**src/rtl/mem_req_arbiter.sv**
```systemverilog
// Single-outstanding arbiter between icache fetches and LSB loads/stores toward a byte-serial
// memory controller. LSB has priority; a saturating counter forces a fetch through periodically.
module mem_req_arbiter #(
  parameter int unsigned ADDR_W       = 32,
  parameter int unsigned STARVE_LIMIT = 4
) (
  input  logic              clk,
  input  logic              rst,
  input  logic              rdy,
  input  logic              flush,
  // icache side
  input  logic              ic_req,
  input  logic [ADDR_W-1:0] ic_addr,
  output logic              ic_valid,
  output logic [31:0]       ic_data,
  // load/store buffer side
  input  logic              lsb_req,
  input  logic              lsb_wr,
  input  logic [ADDR_W-1:0] lsb_addr,
  input  logic [31:0]       lsb_wdata,
  input  logic [2:0]        lsb_len,
  input  logic              lsb_signed,
  output logic              lsb_valid,
  output logic [31:0]       lsb_rdata,
  // memory controller side
  output logic              mc_req,
  output logic              mc_wr,
  output logic [ADDR_W-1:0] mc_addr,
  output logic [31:0]       mc_wdata,
  output logic [2:0]        mc_len,
  input  logic              mc_done,
  input  logic [31:0]       mc_rdata
);

  localparam int unsigned CntW = (STARVE_LIMIT > 0) ? $clog2(STARVE_LIMIT + 1) : 1;
  localparam logic [CntW-1:0] StarveMax = CntW'(STARVE_LIMIT);

  typedef enum logic [1:0] {
    StIdle,
    StBusyIc,
    StBusyLsb,
    StDrain
  } state_e;

  state_e            state_q, state_d;
  logic [CntW-1:0]   starve_q, starve_d;
  logic              mc_req_q, mc_req_d;
  logic              mc_wr_q, mc_wr_d;
  logic [ADDR_W-1:0] mc_addr_q, mc_addr_d;
  logic [31:0]       mc_wdata_q, mc_wdata_d;
  logic [2:0]        mc_len_q, mc_len_d;
  logic              signed_q, signed_d;
  logic              ic_valid_q, ic_valid_d;
  logic [31:0]       ic_data_q, ic_data_d;
  logic              lsb_valid_q, lsb_valid_d;
  logic [31:0]       lsb_rdata_q, lsb_rdata_d;

  logic arb_en;
  logic grant_lsb;
  logic grant_ic;

  // Sign/zero extension of the low bytes; unsupported lengths pass through untouched.
  function automatic logic [31:0] extend_load(input logic [31:0] d, input logic [2:0] len,
                                              input logic sgn);
    logic [31:0] r;
    case (len)
      3'd1:    r = {{24{sgn & d[7]}}, d[7:0]};
      3'd2:    r = {{16{sgn & d[15]}}, d[15:0]};
      default: r = d;
    endcase
    return r;
  endfunction

  // Hold off arbitration while a response pulse is out so the requester can drop its req first.
  assign arb_en    = (state_q == StIdle) && !ic_valid_q && !lsb_valid_q;
  assign grant_lsb = lsb_req && !(ic_req && (starve_q == StarveMax));
  assign grant_ic  = !grant_lsb && ic_req && !flush;

  always_comb begin
    state_d     = state_q;
    starve_d    = starve_q;
    mc_req_d    = 1'b0;
    mc_wr_d     = mc_wr_q;
    mc_addr_d   = mc_addr_q;
    mc_wdata_d  = mc_wdata_q;
    mc_len_d    = mc_len_q;
    signed_d    = signed_q;
    ic_valid_d  = 1'b0;
    ic_data_d   = ic_data_q;
    lsb_valid_d = 1'b0;
    lsb_rdata_d = lsb_rdata_q;

    unique case (state_q)
      StIdle: begin
        if (!ic_req) begin
          starve_d = '0;
        end
        if (arb_en && grant_lsb) begin
          state_d    = StBusyLsb;
          mc_req_d   = 1'b1;
          mc_wr_d    = lsb_wr;
          mc_addr_d  = lsb_addr;
          mc_wdata_d = lsb_wdata;
          mc_len_d   = lsb_len;
          signed_d   = lsb_signed;
          if (ic_req && (starve_q != StarveMax)) begin
            starve_d = starve_q + CntW'(1);
          end
        end else if (arb_en && grant_ic) begin
          state_d    = StBusyIc;
          mc_req_d   = 1'b1;
          mc_wr_d    = 1'b0;
          mc_addr_d  = ic_addr;
          mc_wdata_d = '0;
          mc_len_d   = 3'd4;
          signed_d   = 1'b0;
          starve_d   = '0;
        end
      end
      StBusyIc: begin
        if (mc_done) begin
          state_d = StIdle;
          // A flush landing with the data still kills the response.
          if (!flush) begin
            ic_valid_d = 1'b1;
            ic_data_d  = mc_rdata;
          end
        end else if (flush) begin
          state_d = StDrain;
        end
      end
      StDrain: begin
        if (mc_done) begin
          state_d = StIdle;
        end
      end
      StBusyLsb: begin
        if (mc_done) begin
          state_d     = StIdle;
          lsb_valid_d = 1'b1;
          lsb_rdata_d = mc_wr_q ? 32'd0 : extend_load(mc_rdata, mc_len_q, signed_q);
        end
      end
      default: begin
        state_d = StIdle;
      end
    endcase

    if (flush) begin
      starve_d = '0;
    end
  end

  always_ff @(posedge clk) begin
    if (rst) begin
      state_q     <= StIdle;
      starve_q    <= '0;
      mc_req_q    <= 1'b0;
      mc_wr_q     <= 1'b0;
      mc_addr_q   <= '0;
      mc_wdata_q  <= '0;
      mc_len_q    <= '0;
      signed_q    <= 1'b0;
      ic_valid_q  <= 1'b0;
      ic_data_q   <= '0;
      lsb_valid_q <= 1'b0;
      lsb_rdata_q <= '0;
    end else if (rdy) begin
      state_q     <= state_d;
      starve_q    <= starve_d;
      mc_req_q    <= mc_req_d;
      mc_wr_q     <= mc_wr_d;
      mc_addr_q   <= mc_addr_d;
      mc_wdata_q  <= mc_wdata_d;
      mc_len_q    <= mc_len_d;
      signed_q    <= signed_d;
      ic_valid_q  <= ic_valid_d;
      ic_data_q   <= ic_data_d;
      lsb_valid_q <= lsb_valid_d;
      lsb_rdata_q <= lsb_rdata_d;
    end
  end

  assign mc_req    = mc_req_q;
  assign mc_wr     = mc_wr_q;
  assign mc_addr   = mc_addr_q;
  assign mc_wdata  = mc_wdata_q;
  assign mc_len    = mc_len_q;
  assign ic_valid  = ic_valid_q;
  assign ic_data   = ic_data_q;
  assign lsb_valid = lsb_valid_q;
  assign lsb_rdata = lsb_rdata_q;

endmodule

```
**config.mk**
```make
export PLATFORM = sky130hd
export DESIGN_NAME = mem_req_arbiter
export DESIGN_NICKNAME = d
export VERILOG_FILES = /design/src/rtl/mem_req_arbiter.sv
export SDC_FILE = /design/constraint.sdc
export NUM_CORES = 1
export LEC_CHECK = 0
export ABC_AREA = 1
export BUFFER_PORTS_ARGS = -buffer_cell sky130_fd_sc_hd__buf_2
export CORE_MARGIN = 2
export CORE_UTILIZATION = 30
export CTS_BUF_LIST = sky130_fd_sc_hd__clkbuf_8
export DETAILED_ROUTE_END_ITERATION = 8
export GPL_ROUTABILITY_DRIVEN = 1
export GPL_TIMING_DRIVEN = 0
export PLACE_DENSITY = 0.59
export SYNTH_ARGS = -nofsm -noshare
export SYNTH_HDL_FRONTEND = slang
export SYNTH_SLANG_ARGS = --single-unit
export TNS_END_PERCENT = 30
```
**constraint.sdc**
```tcl
create_clock -name clk -period 1.81 [get_ports clk]
set_input_delay 0.543 -clock clk [delete_from_list [all_inputs] [get_ports clk]]
set_output_delay 0.543 -clock clk [all_outputs]
set_load 0.05 [all_outputs]
```
==> flow_summary.json, run 1 <==
{
  "run_status": "finished clean",
  "count_of_buffers_from_port_buffering": 273,
  "max_slew_margin_vs_limit_pct": 49.3,
  "mostFrequentLayoutCells": "286 x buf_2, 259 x nand2_1, 139 x dfxtp_1",
  "drt-pass1-iter-count": 5,
  "yosysSeqAreaShare_pct": 48.6,
  "initial_utilization_pct": 30.9,
  "finalClockSkew_ns": 0.0132,
  "timing.hold.worst.class": "in2reg",
  "area_growth_syn_to_layout_pct": 37.4,
  "timing.rr.start": "state_q[1]$_SDFFE_PP0P_",
  "hold-path-endpoint": "mc_wdata[4]$_SDFFE_PP0P_",
  "cpMaxStageDelayCell": "dfxtp_1",
  "first_global_vias": 5978,
  "wl_per_cell_um": 14.0,
  "power.total_w": 0.0104,
  "cts_made_buffers": 17,
  "hold-path-cell-count": 3,
  "place.gp.congestion": 0.787,
  "min_period_ns": 1.69,
  "maxCapViolations": 0,
  "drive_above_1_share_pct": 31.5,
  "p_leak_nw": 3.95,
  "pre_cts_ws_ns": -0.297,
  "final_max_slew_viol_count": 0,
  "global_route_wire_length_before_repair_um": 30200,
  "detailroute.via_count": 6226,
  "critPathArrivalTime_ns": 1.15,
  "chipHeight_um": 143,
  "final.period_utilization_pct": 93.5,
  "finalSetupViolCount": 0,
  "timing.critical_path.fanout_max": 3,
  "antenna_found_initial": 3,
  "route.detailed.drc": 0,
  "cp_slowest_stage_delay_ns": 0.40,
  "tritoncts": "yes",
  "path_buf_inv": 1,
  "number_of_placement_rows": 50,
  "cts_max_level": 4,
  "kind_of_end_point_of_the_critical_path": "primary output",
  "cts.clk_slew.worst_paths_ns": 0.08,
  "cts.sinks": 141,
  "mappedNetlistArea_um2": 5810,
  "ys_seq_elements": 141,
  "clock_tree.buffer_depth": 2,
  "setup_ws_ns": 0.118,
  "cp.required_ns": 1.27,
  "floorplan.core_area_um2": 18800,
  "mostFrequentLayoutCell": "buf_2",
  "worst_ir_drop_vdd_uv": 450,
  "tns_ns": 0,
  "timing.critical_path.max_delay_family": "flip-flops",
  "launching_element_type_of_the_critical_path": "flip-flop",
  "synth_enable_flop_cells": 0,
  "die-width_um": 143,
  "antenna_violating_nets_post_route": 0,
  "mappedNetlistNets": 967,
  "root_buffer": "clkbuf_8",
  "ys_dominant_reg_cell": "dfxtp_1",
  "power_density_nw_per_um2": 1300,
  "post_drt_via_cell_ratio": 4.45,
  "postPlaceCellArea_um2": 7500,
  "synth.lib_cells_used.distinct": 22,
  "die_area_um2": 20500,
  "reg2reg_to": "ic_data[29]$_SDFFE_PP0P_",
  "worst_r2r_path_depth": 7,
  "postLayoutCellArea_um2": 7980,
  "crit_chain": "buf_2",
  "synth.yosys.warnings": 0,
  "route.final.wire_length_um": 19600,
  "grt_util_all_layers_pct": 18.9,
  "post_synth.cell_area_avg_um2": 7.04,
  "hp-start": "lsb_wdata[4]",
  "fin_nets": 1265,
  "criticalPathCategory": "reg2out",
  "i_o_pin_total": 275,
  "place.detailed.hpwl_um": 14600,
  "maxClockFrequency_ghz": 0.591,
  "synthesis.instances": 825,
  "reg2reg_slack_ns": 0.14,
  "worst-slew-pin-transition_ns": 0.761,
  "drt_iter0_markers": 348,
  "worst_skew_pair.late_latency_ns": 0.44,
  "grt_overflow_total": 0,
  "finalHoldViolations": 0,
  "grt_start_max_net_pins": 17,
  "postSynth.asyncResetShare_pct": 0
}
-- logic make-up after synthesis --
| group | after synthesis | synth area share [%] |
|---|---|---|
| adders and majority gates | 2 | 0.431 |
| and+or+nand+nor | 379 | 25.4 |
| buffers and inverters | 92 | 7.26 |
| AOI/OAI and AO/OA | 211 | 18.4 |
| DFF | 141 | 48.6 |
-- registers in the layout (all words and copies together) (netlist names) --
register and flops:
mc_wr 1, mc_addr 32, state_q 2, starve_q 3, lsb_valid 1, signed_q 1, mc_len 3, ic_data 32
ic_valid 1, mc_wdata 32, mc_req 1, lsb_rdata 32
-- timing repair --
item / in CTS / in global routing
endpoints found under the setup margin: 72 / 82
pin swaps: 1 / 2
hold buffers: 0 / 0
setup buffers: 4 / 3
resized for setup: 6 / 19
-- stage by stage --
stage | util, % | cells | hold slack (ns)
floorplan | - | 825 | 0.466
global placement | 39.8 | 1358 | 0.446
CTS | 42.0 | 1393 | 0.309
finish | 42.4 | 1398 | 0.340
global route | 42.4 | 1398 | 0.309
detailed placement | 39.8 | 1358 | 0.449
-- Yosys cell counts (4+ instances only) --
| master | instances | area [µm²] |
|---|---|---|
| nor2_1 | 99 | 372 |
| nand3_1 | 8 | 40.0 |
| buf_4 | 7 | 52.6 |
| o21ai_0 | 56 | 280 |
| nand2_1 | 262 | 983 |
| buf_2 | 16 | 80.1 |
| a21oi_1 | 116 | 581 |
| clkbuf_1 | 26 | 97.6 |
| dfxtp_1 | 141 | 2820 |
| buf_6 | 4 | 45.0 |
| o21ai_1 | 38 | 190 |
| inv_1 | 35 | 131 |
| inv_2 | 4 | 15.0 |
-- how the worst max path moves through the flow --
stage	cells past startpoint	slack [ns]	to	startpoint
2_1_floorplan	8	0.18	lsb_rdata[21]$_SDFFE_PP0P_	mc_len[1]$_SDFFE_PP0P_
3_3_place_gp	8	-0.31	mc_addr[30]$_SDFFE_PP0P_	ic_req
3_5_place_dp	8	-0.30	mc_addr[30]$_SDFFE_PP0P_	ic_req
4_1_cts	10	0.002	mc_addr[19]$_SDFFE_PP0P_	starve_q[0]$_SDFFE_PP0P_
5_1_grt	11	-0.01	starve_q[2]$_SDFFE_PP0P_	starve_q[0]$_SDFFE_PP0P_
6_report	1	0.12	mc_wr	mc_wr$_SDFFE_PP0P_
-- worst reg2reg max path, delay by kind of cell, from the launching register on --
kind / cells / cell delay (ns)
AOI/OAI and AO/OA: 1 / 0.19
and+or+nand+nor: 4 / 0.51
DFF: 1 / 0.42
buffers and inverters: 2 / 0.51
-- per-layer routing --
| metal | global-route usage (%) | up-vias | share of wire [%] |
|---|---|---|---|
| li1 | - | 3242 | - |
| met3 | 5.13 | 28 | 6.5 |
| met5 | 0 | - | 0 |
| met4 | 7.45 | 0 | 2.3 |
| met1 | 22.8 | 2777 | 44 |
| met2 | 32.0 | 179 | 47 |
-- final cells by class --
type                            instances  area (µm²)
Multi-Input combinational cell        592        2590
Antenna cell                            3        7.51
Timing Repair Buffer                  280        1420
Clock inverter                          9        60.1
Sequential cell                       141        2830
Tap cell                              260         325
Buffer                                 52         297
Clock buffer                           22         303
Inverter                               39         151
Fill cell                            2052       10800
-- power by group --
group,total [W],leakage (nW),switching (W),internal [W]
combinational,0.00428,2.62,0.00306,0.00122
clock,0.00235,0.189,0.00122,0.00112
sequential,0.00373,1.15,0.000218,0.00351
total,0.0104,3.95,0.00450,0.00586
No activity file was read; power rests on OpenSTA's default activity.
==> run 2, diff against run 1 <==
Settings changed: PLACE_DENSITY 0.59 to 0.63.
==> flow_summary.json, run 2 (synthesis results as in run 1) <==
{
  "timing.critical_path.fanout_max": 10,
  "drt_iter0_markers": 336,
  "clock_tree.buffer_depth": 2,
  "power_density_nw_per_um2": 1300,
  "timing.hold.worst.class": "in2reg",
  "maxCapViolations": 0,
  "cts_max_level": 4,
  "grt_util_all_layers_pct": 18.4,
  "finalClockSkew_ns": 0.0129,
  "criticalPathCategory": "reg2reg",
  "cts.sinks": 141,
  "fin_hold_ws_ns": 0.341,
  "rsz0062_at_grt": "yes",
  "initial_utilization_pct": 30.9,
  "place.gp.congestion": 0.828,
  "grt_overflow_total": 0,
  "postLayoutCellArea_um2": 8010,
  "post_drt_via_cell_ratio": 4.44,
  "cp.required_ns": 2.14,
  "worst_r2r_path_depth": 9,
  "wl_per_cell_um": 13.7,
  "drive_above_1_share_pct": 31.6,
  "first_global_vias": 5731,
  "fin_nets": 1267,
  "global_route_wire_length_before_repair_um": 29000,
  "area_growth_syn_to_layout_pct": 37.8,
  "final.period_utilization_pct": 94.2,
  "critPathArrivalTime_ns": 2.04,
  "hp-start": "lsb_wdata[6]",
  "launching_element_type_of_the_critical_path": "flip-flop",
  "place.detailed.hpwl_um": 14600,
  "reg2reg_to": "mc_addr[0]$_SDFFE_PP0P_",
  "drt-pass1-iter-count": 5,
  "min_period_ns": 1.71,
  "worst_ir_drop_vdd_uv": 577,
  "hold-path-cell-count": 3,
  "hold-path-endpoint": "mc_wdata[6]$_SDFFE_PP0P_",
  "detailroute.via_count": 6211,
  "die-width_um": 143,
  "worst-slew-pin-transition_ns": 0.626,
  "mostFrequentLayoutCell": "buf_2",
  "antenna_violating_nets_post_route": 0,
  "route.detailed.drc": 0,
  "fillCellCount": 2035,
  "cts.clk_slew.worst_paths_ns": 0.08,
  "i_o_pin_total": 275,
  "chipHeight_um": 143,
  "finish.cell_count_without_fillers": 1398,
  "p_leak_nw": 3.97,
  "max_slew_margin_vs_limit_pct": 58.2,
  "placed_cells_incl_taps": 1358,
  "reg2reg_slack_ns": 0.10,
  "finalHoldViolations": 0,
  "multi_input_comb_area_um2": 2590,
  "root_buffer": "clkbuf_8",
  "grt_start_max_net_pins": 17,
  "kind_of_end_point_of_the_critical_path": "flip-flop",
  "mostFrequentLayoutCells": "282 x buf_2, 259 x nand2_1, 139 x dfxtp_1",
  "floorplan.core_area_um2": 18800,
  "route.final.wire_length_um": 19200,
  "antennaDiodeCount": 0,
  "run_status": "finished clean",
  "final_max_slew_viol_count": 0,
  "cts-hold-fix-buffers": 0,
  "tritoncts": "yes",
  "cts_made_buffers": 17,
  "antenna_found_initial": 2,
  "fin_util_pct": 42.5,
  "number_of_placement_rows": 50,
  "count_of_buffers_from_port_buffering": 273,
  "register_area_um2": 2830,
  "die_area_um2": 20500,
  "maxClockFrequency_ghz": 0.586,
  "finalSetupViolCount": 0,
  "worst_skew_pair.late_latency_ns": 0.44,
  "timing.rr.start": "starve_q[0]$_SDFFE_PP0P_",
  "postPlaceCellArea_um2": 7500
}
-- run 2: cell count changes in the layout (fill, tap and decap cells not counted), sizes merged --
cell      change
diode         -3
clkinvlp      +2
buf           +1
bufinv        +1
clkbuf        -1
clkinv        -1
inv           +1
-- run 2: worst max path at each step --
stage                     depth (start not counted)  slack [ns]                          to                     start
after floorplan                                   8        0.18  lsb_rdata[21]$_SDFFE_PP0P_    mc_len[1]$_SDFFE_PP0P_
after global placement                            8       -0.22    mc_addr[29]$_SDFFE_PP0P_                    ic_req
after detailed placement                          8       -0.28    mc_addr[29]$_SDFFE_PP0P_                    ic_req
after CTS                                        11       0.002    mc_addr[13]$_SDFFE_PP0P_  starve_q[0]$_SDFFE_PP0P_
after global routing                             10       -0.01   mc_wdata[21]$_SDFFE_PP0P_  starve_q[0]$_SDFFE_PP0P_
final                                             9        0.10     mc_addr[0]$_SDFFE_PP0P_  starve_q[0]$_SDFFE_PP0P_
-- run 2: layer usage --
layer | GRT usage [%] | wire [µm]
met4 | 6.98 | 359
met5 | 0 | 13
met2 | 30.9 | 9220
met3 | 5.40 | 1300
met1 | 22.1 | 8270
-- run 2: critical path, stage by stage, from the launching register on --
cell	delay [ns]
dfxtp_2	0.35
inv_1	0.06
ha_1	0.22
nand3_1	0.13
nand2_2	0.12
a21oi_4	0.22
nand2_4	0.12
buf_4	0.19
o21ai_1	0.15
nor2_1	0.05
-- run 2: power by group --
part	internal, W	switching (W)	total (W)
Combinational	0.00127	0.00306	0.00432
Sequential	0.00351	0.000221	0.00373
Clock	0.00118	0.00122	0.00240
Total	0.00596	0.00449	0.0104
-- run 2: what timing repair did --
action                     4_1_cts  5_1_grt
setup endpoints to repair       72       90
pin swaps                        1        3
setup buffers                    5        3
gates resized for setup         10       22
-- run 2: final cells by class --
cell class                 count  area share [%]
timing repair buffer         281            17.9
buffer                        53            3.95
clock buffer                  20            3.44
multi-input combinational    592            32.3
clock inverter                12            1.20
inverter                      39            1.86
sequential                   141            35.3
tap                          260            4.06
-- run 2: through the flow --
stage	setup TNS, ns	power [W]	setup slack (ns)
after floorplan	0	0.00681	0.178
after global placement	-12.25	0.00789	-0.222
after detailed placement	-16.31	0.00792	-0.279
after CTS	0	0.0105	0.00158
after global routing	-0.0320	0.0111	-0.0105
final	0	0.0104	0.104
==> run 3, diff against run 2 <==
==> constraint.sdc (replaced) <==
create_clock -name clk -period 1.9 [get_ports clk]
set_input_delay 0.38 -clock clk [delete_from_list [all_inputs] [get_ports clk]]
set_output_delay 0.38 -clock clk [all_outputs]
set_load 0.05 [all_outputs]
==> flow_summary.json, run 3 (synthesis results as in run 1) <==
{
  "run_status": "finished clean",
  "maxCapViolations": 0,
  "die_area_um2": 20500,
  "postPlaceCellArea_um2": 7500,
  "worst-slew-pin-transition_ns": 0.634,
  "count_of_buffers_from_port_buffering": 273,
  "final_max_slew_viol_count": 0,
  "die-width_um": 143,
  "grt_start_max_net_pins": 17,
  "fin_nets": 1264,
  "tritoncts": "yes",
  "cts.sinks": 141,
  "place.detailed.hpwl_um": 14600,
  "finalHoldViolations": 0,
  "place.gp.congestion": 0.828,
  "kind_of_end_point_of_the_critical_path": "flip-flop",
  "hp-start": "lsb_wdata[28]",
  "drive_above_1_share_pct": 30.8,
  "cts-hold-fix-buffers": 0,
  "maxClockFrequency_ghz": 0.558,
  "timing.rr.start": "starve_q[0]$_SDFFE_PP0P_",
  "i_o_pin_total": 275,
  "floorplan.core_area_um2": 18800,
  "hold-path-endpoint": "mc_wdata[28]$_SDFFE_PP0P_",
  "critPathArrivalTime_ns": 2.17,
  "timing.critical_path.fanout_max": 10,
  "fillCellCount": 2045,
  "crit_chain": "inv_1, ha_1, nand3_1, nand2_2, a21oi_4, clkbuf_1, a21oi_1, nor2_1",
  "pre_cts_ws_ns": -0.160,
  "reg2reg_slack_ns": 0.11,
  "setup_ws_ns": 0.107,
  "timing.hold.worst.class": "in2reg",
  "antenna_found_initial": 2,
  "power_density_nw_per_um2": 1240,
  "cp.required_ns": 2.28,
  "power.total_w": 0.00986,
  "p_leak_nw": 3.93,
  "detailroute.via_count": 6213,
  "clock_tree.buffer_depth": 2,
  "postLayoutCellArea_um2": 7950,
  "criticalPathCategory": "reg2reg",
  "mostFrequentLayoutCell": "buf_2",
  "first_global_vias": 5719,
  "number_of_placement_rows": 50,
  "finalClockSkew_ns": 0.0129,
  "global_route_wire_length_before_repair_um": 29000,
  "register_area_um2": 2820,
  "worst_r2r_path_depth": 8,
  "cts.clk_slew.worst_paths_ns": 0.08,
  "hold-path-cell-count": 3,
  "wl_per_cell_um": 13.7,
  "cts_max_level": 4,
  "chipHeight_um": 143,
  "cpMaxStageDelayCell": "clkbuf_1",
  "min_period_ns": 1.79,
  "initial_utilization_pct": 30.9,
  "antennaDiodeCount": 0,
  "max_slew_margin_vs_limit_pct": 57.7,
  "finalSetupViolCount": 0,
  "cts_made_buffers": 17,
  "antenna_violating_nets_post_route": 0,
  "multi_input_comb_area_um2": 2580,
  "area_growth_syn_to_layout_pct": 36.8,
  "grt_util_all_layers_pct": 18.3,
  "drt-pass1-iter-count": 6,
  "path_buf_inv": 2,
  "root_buffer": "clkbuf_8",
  "route.final.wire_length_um": 19100,
  "launching_element_type_of_the_critical_path": "flip-flop",
  "worst_skew_pair.late_latency_ns": 0.44,
  "drt_iter0_markers": 323,
  "reg2reg_to": "mc_addr[19]$_SDFFE_PP0P_",
  "post_drt_via_cell_ratio": 4.45,
  "grt_overflow_total": 0,
  "worst_ir_drop_vdd_uv": 551,
  "route.detailed.drc": 0,
  "final.period_utilization_pct": 94.4,
  "timing.critical_path.max_delay_family": "buffers and inverters",
  "rsz0062_at_grt": "yes",
  "cp_slowest_stage_delay_ns": 0.39,
  "mostFrequentLayoutCells": "285 x buf_2, 259 x nand2_1, 141 x dfxtp_1"
}
[run 3: changes by cell type in the layout (fill, tap and decap cells not counted)]
cell      before  now
nor2_2         0    1
buf_6          8    7
clkbuf_4       0    2
clkbuf_2       4    0
nand3_2        2    1
clkbuf_1      22   26
dfxtp_1      139  141
buf_8          1    0
nor2_4         3    2
nand3_1        7    8
buf_4         17   11
buf_2        282  285
dfxtp_2        2    0
[run 3: worst max-delay path by stage]
stage | startpoint | endpoint | depth (start not counted) | slack [ns]
after floorplan | mc_len[1]$_SDFFE_PP0P_ | lsb_rdata[21]$_SDFFE_PP0P_ | 8 | 0.27
after global placement | starve_q[0]$_SDFFE_PP0P_ | mc_addr[29]$_SDFFE_PP0P_ | 9 | -0.11
after detailed placement | starve_q[0]$_SDFFE_PP0P_ | mc_addr[29]$_SDFFE_PP0P_ | 9 | -0.16
after CTS | starve_q[0]$_SDFFE_PP0P_ | mc_addr[29]$_SDFFE_PP0P_ | 9 | 0.008
after global routing | starve_q[0]$_SDFFE_PP0P_ | starve_q[2]$_SDFFE_PP0P_ | 11 | -0.02
final | starve_q[0]$_SDFFE_PP0P_ | mc_addr[19]$_SDFFE_PP0P_ | 8 | 0.11
[run 3: stage by stage]
stage | util, % | instances | setup TNS (ns) | hold slack [ns]
after CTS | 42.0 | 1394 | 0 | 0.142
final | 42.2 | 1395 | 0 | 0.177
after global placement | 39.8 | 1358 | -3.16 | 0.446
after floorplan | - | 825 | 0 | 0.466
after detailed placement | 39.8 | 1358 | -5.99 | 0.450
after global routing | 42.2 | 1395 | -0.0157 | 0.154
[run 3: report_power, final]
| group | total (W) | internal [W] | switching (W) |
|---|---|---|---|
| Clock | 0.00228 | 0.00112 | 0.00116 |
| Sequential | 0.00355 | 0.00334 | 0.000210 |
| Combinational | 0.00402 | 0.00113 | 0.00289 |
[run 3: repair_timing]
item	in CTS	in global routing
hold endpoints to repair	0	0
setup buffers	4	1
gates cloned	0	0
pin swaps	1	2
resized for setup	1	13
endpoints found under the setup margin	70	70
[run 3: area by class of cell]
class | instances | area share (%)
repair buffers | 278 | 17.7
clock inverters | 12 | 1.21
flip-flops and latches | 141 | 35.5
multi-input cells | 592 | 32.4
clock buffers | 20 | 3.46
plain buffers | 53 | 3.68
well taps | 260 | 4.09
inverters | 39 | 1.87
[run 3: layer usage]
| metal | global-route usage [%] | vias up | part of all wire (%) |
|---|---|---|---|
| met5 | 0 | - | 0.068 |
| met4 | 6.98 | 2 | 2.0 |
| met3 | 5.40 | 29 | 6.9 |
| met2 | 30.8 | 195 | 48 |
| met1 | 22.1 | 2748 | 43 |
| li1 | - | 3239 | - |
[run 3: worst min-delay path: stages]
cell and delay, ns:
buf_2 0.09, nand2_1 0.05, a21oi_1 0.05
